==> src/rtl/gestor_jugadas.sv <==
// gestor_jugadas: tic-tac-toe move control, validation, turn and result.
// Ports: clk, reset, jugada, casilla, reiniciar -> registro0..8, jugador, listo, rechazo, ganador, empate, num_jugadas.
module gestor_jugadas #(
  parameter logic [1:0] CODIGO_X = 2'b01,
  parameter logic [1:0] CODIGO_O = 2'b10,
  parameter logic PRIMER_JUGADOR = 1'b0
) (
  input  logic       clk,
  input  logic       reset,
  input  logic       jugada,
  input  logic [3:0] casilla,
  input  logic       reiniciar,
  output logic [5:0] registro0,
  output logic [5:0] registro1,
  output logic [5:0] registro2,
  output logic [5:0] registro3,
  output logic [5:0] registro4,
  output logic [5:0] registro5,
  output logic [5:0] registro6,
  output logic [5:0] registro7,
  output logic [5:0] registro8,
  output logic       jugador,
  output logic       listo,
  output logic       rechazo,
  output logic [1:0] ganador,
  output logic       empate,
  output logic [3:0] num_jugadas
);

  typedef enum logic [1:0] {
    ESPERA = 2'd0,
    EVALUA = 2'd1,
    FIN    = 2'd2
  } estado_t;

  estado_t    estado;
  logic [5:0] celdas [9];

  logic [1:0] codigo;
  logic       sel_libre;
  logic       valida;
  logic       gana;
  logic [3:0] siguiente;
  logic [1:0] ocup [9];

  function automatic logic linea(
    input logic [1:0] a,
    input logic [1:0] b,
    input logic [1:0] c,
    input logic [1:0] k
  );
    return (a == k) && (b == k) && (c == k);
  endfunction

  assign codigo = jugador ? CODIGO_O : CODIGO_X;
  assign siguiente = num_jugadas + 4'd1;

  always_comb begin
    for (int i = 0; i < 9; i++) begin
      ocup[i] = celdas[i][1:0];
    end
  end

  // Cell lookup by comparison so casilla 9..15 never indexes the array.
  always_comb begin
    sel_libre = 1'b0;
    for (int i = 0; i < 9; i++) begin
      if (casilla == 4'(i)) begin
        sel_libre = (ocup[i] == 2'b00);
      end
    end
  end

  assign valida = jugada && (casilla <= 4'd8) && sel_libre;

  // Only the player who just moved can have completed a line.
  always_comb begin
    gana = linea(ocup[0], ocup[1], ocup[2], codigo)
         | linea(ocup[3], ocup[4], ocup[5], codigo)
         | linea(ocup[6], ocup[7], ocup[8], codigo)
         | linea(ocup[0], ocup[3], ocup[6], codigo)
         | linea(ocup[1], ocup[4], ocup[7], codigo)
         | linea(ocup[2], ocup[5], ocup[8], codigo)
         | linea(ocup[0], ocup[4], ocup[8], codigo)
         | linea(ocup[2], ocup[4], ocup[6], codigo);
  end

  always_ff @(posedge clk) begin
    if (reset || reiniciar) begin
      for (int i = 0; i < 9; i++) begin
        celdas[i] <= 6'd0;
      end
      estado      <= ESPERA;
      jugador     <= PRIMER_JUGADOR;
      listo       <= 1'b1;
      rechazo     <= 1'b0;
      ganador     <= 2'b00;
      empate      <= 1'b0;
      num_jugadas <= 4'd0;
    end else begin
      rechazo <= 1'b0;
      unique case (estado)
        ESPERA: begin
          if (valida) begin
            for (int i = 0; i < 9; i++) begin
              if (casilla == 4'(i)) begin
                celdas[i] <= {siguiente, codigo};
              end
            end
            num_jugadas <= siguiente;
            estado      <= EVALUA;
            listo       <= 1'b0;
          end else if (jugada) begin
            rechazo <= 1'b1;
          end
        end
        EVALUA: begin
          if (gana) begin
            ganador <= codigo;
            estado  <= FIN;
          end else if (num_jugadas == 4'd9) begin
            empate <= 1'b1;
            estado <= FIN;
          end else begin
            jugador <= ~jugador;
            estado  <= ESPERA;
            listo   <= 1'b1;
          end
        end
        FIN: begin
          estado <= FIN;
        end
        default: begin
          estado <= ESPERA;
          listo  <= 1'b1;
        end
      endcase
    end
  end

  assign registro0 = celdas[0];
  assign registro1 = celdas[1];
  assign registro2 = celdas[2];
  assign registro3 = celdas[3];
  assign registro4 = celdas[4];
  assign registro5 = celdas[5];
  assign registro6 = celdas[6];
  assign registro7 = celdas[7];
  assign registro8 = celdas[8];

endmodule

==> config.mk <==
export PLATFORM = sky130hd
export DESIGN_NAME = gestor_jugadas
export DESIGN_NICKNAME = d
export VERILOG_FILES = /design/src/rtl/gestor_jugadas.sv
export SDC_FILE = /design/constraint.sdc
export NUM_CORES = 1
export LEC_CHECK = 0
export BUFFER_PORTS_ARGS = -buffer_cell sky130_fd_sc_hd__buf_2
export CAP_MARGIN = 20
export CELL_PAD_IN_SITES_DETAIL_PLACEMENT = 1
export CELL_PAD_IN_SITES_GLOBAL_PLACEMENT = 1
export CORE_MARGIN = 1.5
export CORE_UTILIZATION = 41
export DETAILED_ROUTE_END_ITERATION = 10
export PLACE_DENSITY = 0.83
export SLEW_MARGIN = 40
export SYNTH_ARGS = -nofsm -noshare
export SYNTH_HDL_FRONTEND = slang
export SYNTH_SLANG_ARGS = --single-unit
==> constraint.sdc <==
create_clock -name clk -period 3.7 [get_ports clk]
set_clock_uncertainty 0.15 [all_clocks]
set_input_delay 0.74 -clock clk [delete_from_list [all_inputs] [get_ports clk]]
set_output_delay 0.74 -clock clk [all_outputs]
set_load 0.02 [all_outputs]
======== Word-level counts from Yosys, hierarchy flattened ========
Memory sizes are Yosys's and may differ from the RTL's.
Cells that the tools add are included.
operators by class
  add/sub/neg operators ................... 1
  $lt $le $gt $ge ......................... 1
  equal/unequal tests ..................... 23
  mux-type cells .......................... 75
  bitwise gates (word level) .............. 21
  reduce and logical (&&, ||, !) cells .... 36
operators with widths
  kind                   count
  $mux W1                60
  $mux W6                9
  $logic_not A2 Y1       10
  $eq A2 B2 Y1           9
  $logic_and A1 B1 Y1    18
  $eq A4 B3 Y1 const B   4
  $or A1 B1 Y1           16
  $eq A4 B2 Y1 const B   2
  $eq A4 B4 Y1 const B   2
  $mux W2                4
  $ne A2 B2 Y1 const B   3
  $pmux W2 S3            1
  $reduce_and A3 Y1      2
  $not A1 Y1             5
  $add A4 B1 Y4 const B  1
  $eq A4 B1 Y1 const B   1
  $le A4 B4 Y1 const B   1
  $logic_not A4 Y1       1
  $reduce_and A2 Y1      2
  $reduce_and A4 Y1      1
  $pmux W1 S3            1
  $reduce_or A3 Y1       1
  $eq A2 B1 Y1 const B   1
  $eq A2 B2 Y1 const B   1
  $logic_or A1 B1 Y1     1
word-level totals
  register bits after elaboration ......... 12
  RAM bits ................................ 54
  input port bits ......................... 8
  output and inout bits ................... 64
  word-level logic and storage cells ...... 165
  memories kept ........................... 1
memory list
  name    depth  width  read ports  clocked after memory_dff  write ports  line  text
  celdas  9      6      9           0                         9            37    logic [5:0] celdas [9];

======== Longest topological paths before layout ========
  depth after elaboration ................. 16
  gate-level depth with buffers ........... 8
  mapped depth without buffers ............ 6

======== Least setup slack after synthesis ========
OpenSTA, ideal clock, no wires.
  path type ............................... input to register
  start point ............................. in casilla[1]
  end point ............................... mem celdas[1][4], in the netlist celdas[0][10] (enable)
  setup time .............................. 0.377 ns
  arrival time ............................ 2.658 ns
  data required time ...................... 3.173 ns
  slack ................................... 0.514 ns
  cell stages on the path ................. 7
  buffers on the path ..................... 1
  cell sequence ........................... buf_4 or3_1 o31ai_1 and3_4 o211ai_4 or3_4 o21ai_0
RTL lines
  element             line  text
  start: declaration  11    input logic [3:0] casilla,
  end: declaration    37

==> results.md <==
* Fill cells at 693
* Switching share of power at between 20% and 30%
* Status: complete, no violations
* Final Hold Viols at 0
* Max-slew violation count at 0
* Final #Nets at 297
* Final clock period utilization by the worst path at 84.18%
* Place WS at approximately 290 ps
* Clock Latency Late Sink at 350 ps
* Clock share of power at between 30% and 40%
* Die footprint at between 0.007 and 0.008 sq mm
* Post-layout min period at between 3000 and 4000 ps
* Chip width at about 84 um
* Postcts setup bufs at 0
* Clock sink total at 66
* Slack of the critical path at 585.4 ps
* R2r setup slk at around 840 ps
* Pleak at ~1.4 nW
* Worst path required time at between 3000 and 4000 ps
* Max Cap Viol at 0
* CTS H-Tree Depth at 3
* Data arrival, critical path at 3030 ps
* Tot GR Track Use at 21.59%
* Critical path class: primary input to register
* CTS Root Cell: clkbuf_8
* Dpl cells at approximately 350
* RePlAce Congestion at roughly 0.86
* Crit path max fanout at 12
* Non-filler cells, final at around 370
* Drt total wl at about 7300 um
* Synth Cell Area at 0.002720 sq mm
* Rel. slew slack at 50.59%
* Post-CTS Resized at 0
* Sequential element share of the synthesized area at 68.45%
* Post-Route Setup TNS at 0 ps
* ANT nets after route at 0
* CTS Buf Count at 9
* Yosys reg bits at 66
* Synthesized area per cell at between 10 and 15 sq um
* Min-Delay Path Class: register to register
* F_max at ~320 MHz
* Vias per cell at ~5.4
* Starting Density at about 43%
* Final setup vio count at 0
* RSZ-0062 raised after global routing: false
* Rows at 29
* DRT iter0 DRCs at slightly above 100
* Clk buf depth at 2
* Post-synthesis cell count at 199
* Crit end category: register
* Die H at ~84 um
* Largest net degree at the start of global routing at 19
* Initial antenna violation count at 0
* Placed Area at roughly 0.0032 sq mm
* Dpl hpwl at 5225 um
* Yosys warning count at 0
* Part of the power in registers at around 53%
* I/O Pins at around 70
* Post-CTS Hold Fix Bufs at 0
* CTS tree: done
* Count of cell types in the netlist at 44
* Layout cells sized above 1 at 37.33%
* Worst-path clk slew at around 70 ps
* Comb power frac at 9.3%
* Core area at roughly 0.0064 sq mm
* Internal power at 1.187 mW
* Critical Path Start Type: primary input
* Syn_nets at about 210
* VDD IR-drop max at roughly 420 uV
* First-pass GRT wire length at ~11000 um
* Hold slack at 309.8 ps
* N_diodes at 0
* Worst slew pin tran at between 700 and 800 ps
* PwrDens at 466.0 mW/mm^2
* Switch Pwr at approximately 0.4 mW
* Finished Cell Area at about 0.0034 sq mm
* Grt ovf at 0
* Number of global-route vias before repair at roughly 2100
* Tot Pwr at ~1.6 mW
* PortBufs at 71
* WL/cell at approximately 20 um
* Residual DRC at 0
* Synth-to-layout area growth at 25.76%
* Final core utilization at ~54%
* Via count at 2004
* DRT Pass-1 Iters at 4
==> power by group through the flow <==
stage	registers (mW)	logic (mW)	clock network, mW
CTS	0.848	0.149	0.607
floorplan	0.900	0.0505	0
global placement	0.863	0.142	0
global route	0.851	0.158	0.639
detailed placement	0.864	0.147	0
finish	0.848	0.148	0.597
==> cell families (layout without fill, tap and decap cells) <==
logic type / after synthesis / in the layout / synth area share [%]
buffers and inverters: 11 / 104 / 1.978
xor gates and xnor gates: 4 / 4 / 1.288
muxes: 4 / 4 / 1.472
AOI/OAI and AO/OA: 42 / 42 / 10.58
and+or+nand+nor: 70 / 70 / 15.32
DFF: 66 / 66 / 68.45
adders and majority gates: 2 / 2 / 0.9198
==> metal layers <==
layer / vias up / share of wire [%] / track usage [%]
met5: - / 0 / 0
met3: 19 / 7.1 / 8.751
met4: 0 / 2.2 / 9.238
li1: 928 / - / -
met1: 980 / 41 / 24.98
met2: 77 / 50 / 35.64
==> final cells by class <==
type                            instances  area [sq um]  share of cell area, %
Clock buffer                            9         123.9                  3.621
Tap cell                               77         96.34                  2.816
Inverter                                5         18.77                 0.5486
Sequential cell                        66          1862                  54.43
Clock inverter                          7         70.07                  2.048
Timing Repair Buffer                   83         445.4                  13.02
Multi-Input combinational cell        122         804.5                  23.52
==> critical path: stages <==
cell and delay (ps):
buf_2 180, or3_1 420, o31ai_1 270, and3_4 280
o211ai_4 120, or3_4 390, o21ai_0 400, buf_4 230
==> flip-flops by register name, summed over array words and instances (netlist names) <==
name         cells
empate           1
estado           2
ganador          2
rechazo          1
listo            1
jugador          1
num_jugadas      4
celdas          54
==> cells in the final DEF, fill, tap and decap left out, types with 3 or more instances in the layout <==
cell type  count
a21oi_1        9
a22oi_1        5
buf_2         71
buf_4         12
clkbuf_8       9
clkinv_2       3
dfxtp_1       12
edfxtp_1      54
inv_1          5
mux2i_1        4
nand2_1        8
nand2b_1       4
nand3b_1       3
nor2_1        20
nor2b_1       11
nor3_1         3
nor3b_1        7
o21ai_0       10
o31ai_1        3
xor2_1         3
==> cells in the mapped netlist <==
library cell / count / area, sq um
o31ai_2: 1 / 12.51
xor2_1: 3 / 26.28
o21bai_1: 1 / 7.510
and3_1: 1 / 6.260
nor3b_1: 7 / 52.55
dfxtp_1: 12 / 240.2
and3_4: 1 / 11.26
nand3b_1: 3 / 22.52
nor4_4: 1 / 21.27
o21a_1: 1 / 7.510
nand3_1: 1 / 5.000
o211ai_4: 1 / 21.27
buf_6: 1 / 11.26
a32oi_1: 1 / 8.760
a211oi_1: 1 / 7.510
ha_1: 2 / 25.02
a21oi_1: 9 / 45.04
nand2b_1: 4 / 25.02
a31oi_1: 2 / 12.51
edfxtp_1: 54 / 1622
and3b_1: 2 / 17.52
o211ai_1: 1 / 7.510
or3_4: 1 / 11.26
or3b_2: 2 / 17.52
nor2b_1: 11 / 68.82
xnor2_1: 1 / 8.760
inv_1: 5 / 18.77
or2_2: 2 / 12.51
o21ai_0: 10 / 50.05
nor2_1: 20 / 75.07
a221oi_1: 1 / 8.760
a22oi_1: 5 / 37.54
clkbuf_1: 3 / 11.26
o2111ai_1: 2 / 17.52
buf_4: 1 / 7.510
mux2i_1: 4 / 40.04
nor4_2: 1 / 12.51
a2bb2oi_1: 1 / 8.760
o22ai_1: 2 / 12.51
or3_1: 2 / 12.51
o31ai_1: 3 / 22.52
nand2_1: 8 / 30.03
nor3_1: 3 / 15.01
buf_2: 1 / 5.000
==> path summary, 6_finish.rpt <==
| path | to | startpoint | depth (start not counted) |
|---|---|---|---|
| max | celdas[0][16]$_DFFE_PP_ | casilla[0] | 8 |
| min | ganador[0]$_SDFFE_PP0P_ | ganador[0]$_SDFFE_PP0P_ | 2 |
| max reg2reg | celdas[0][16]$_DFFE_PP_ | celdas[0][24]$_DFFE_PP_ | 7 |
| min reg2reg | ganador[0]$_SDFFE_PP0P_ | ganador[0]$_SDFFE_PP0P_ | 2 |
No activity file was read; power rests on OpenSTA's default activity.
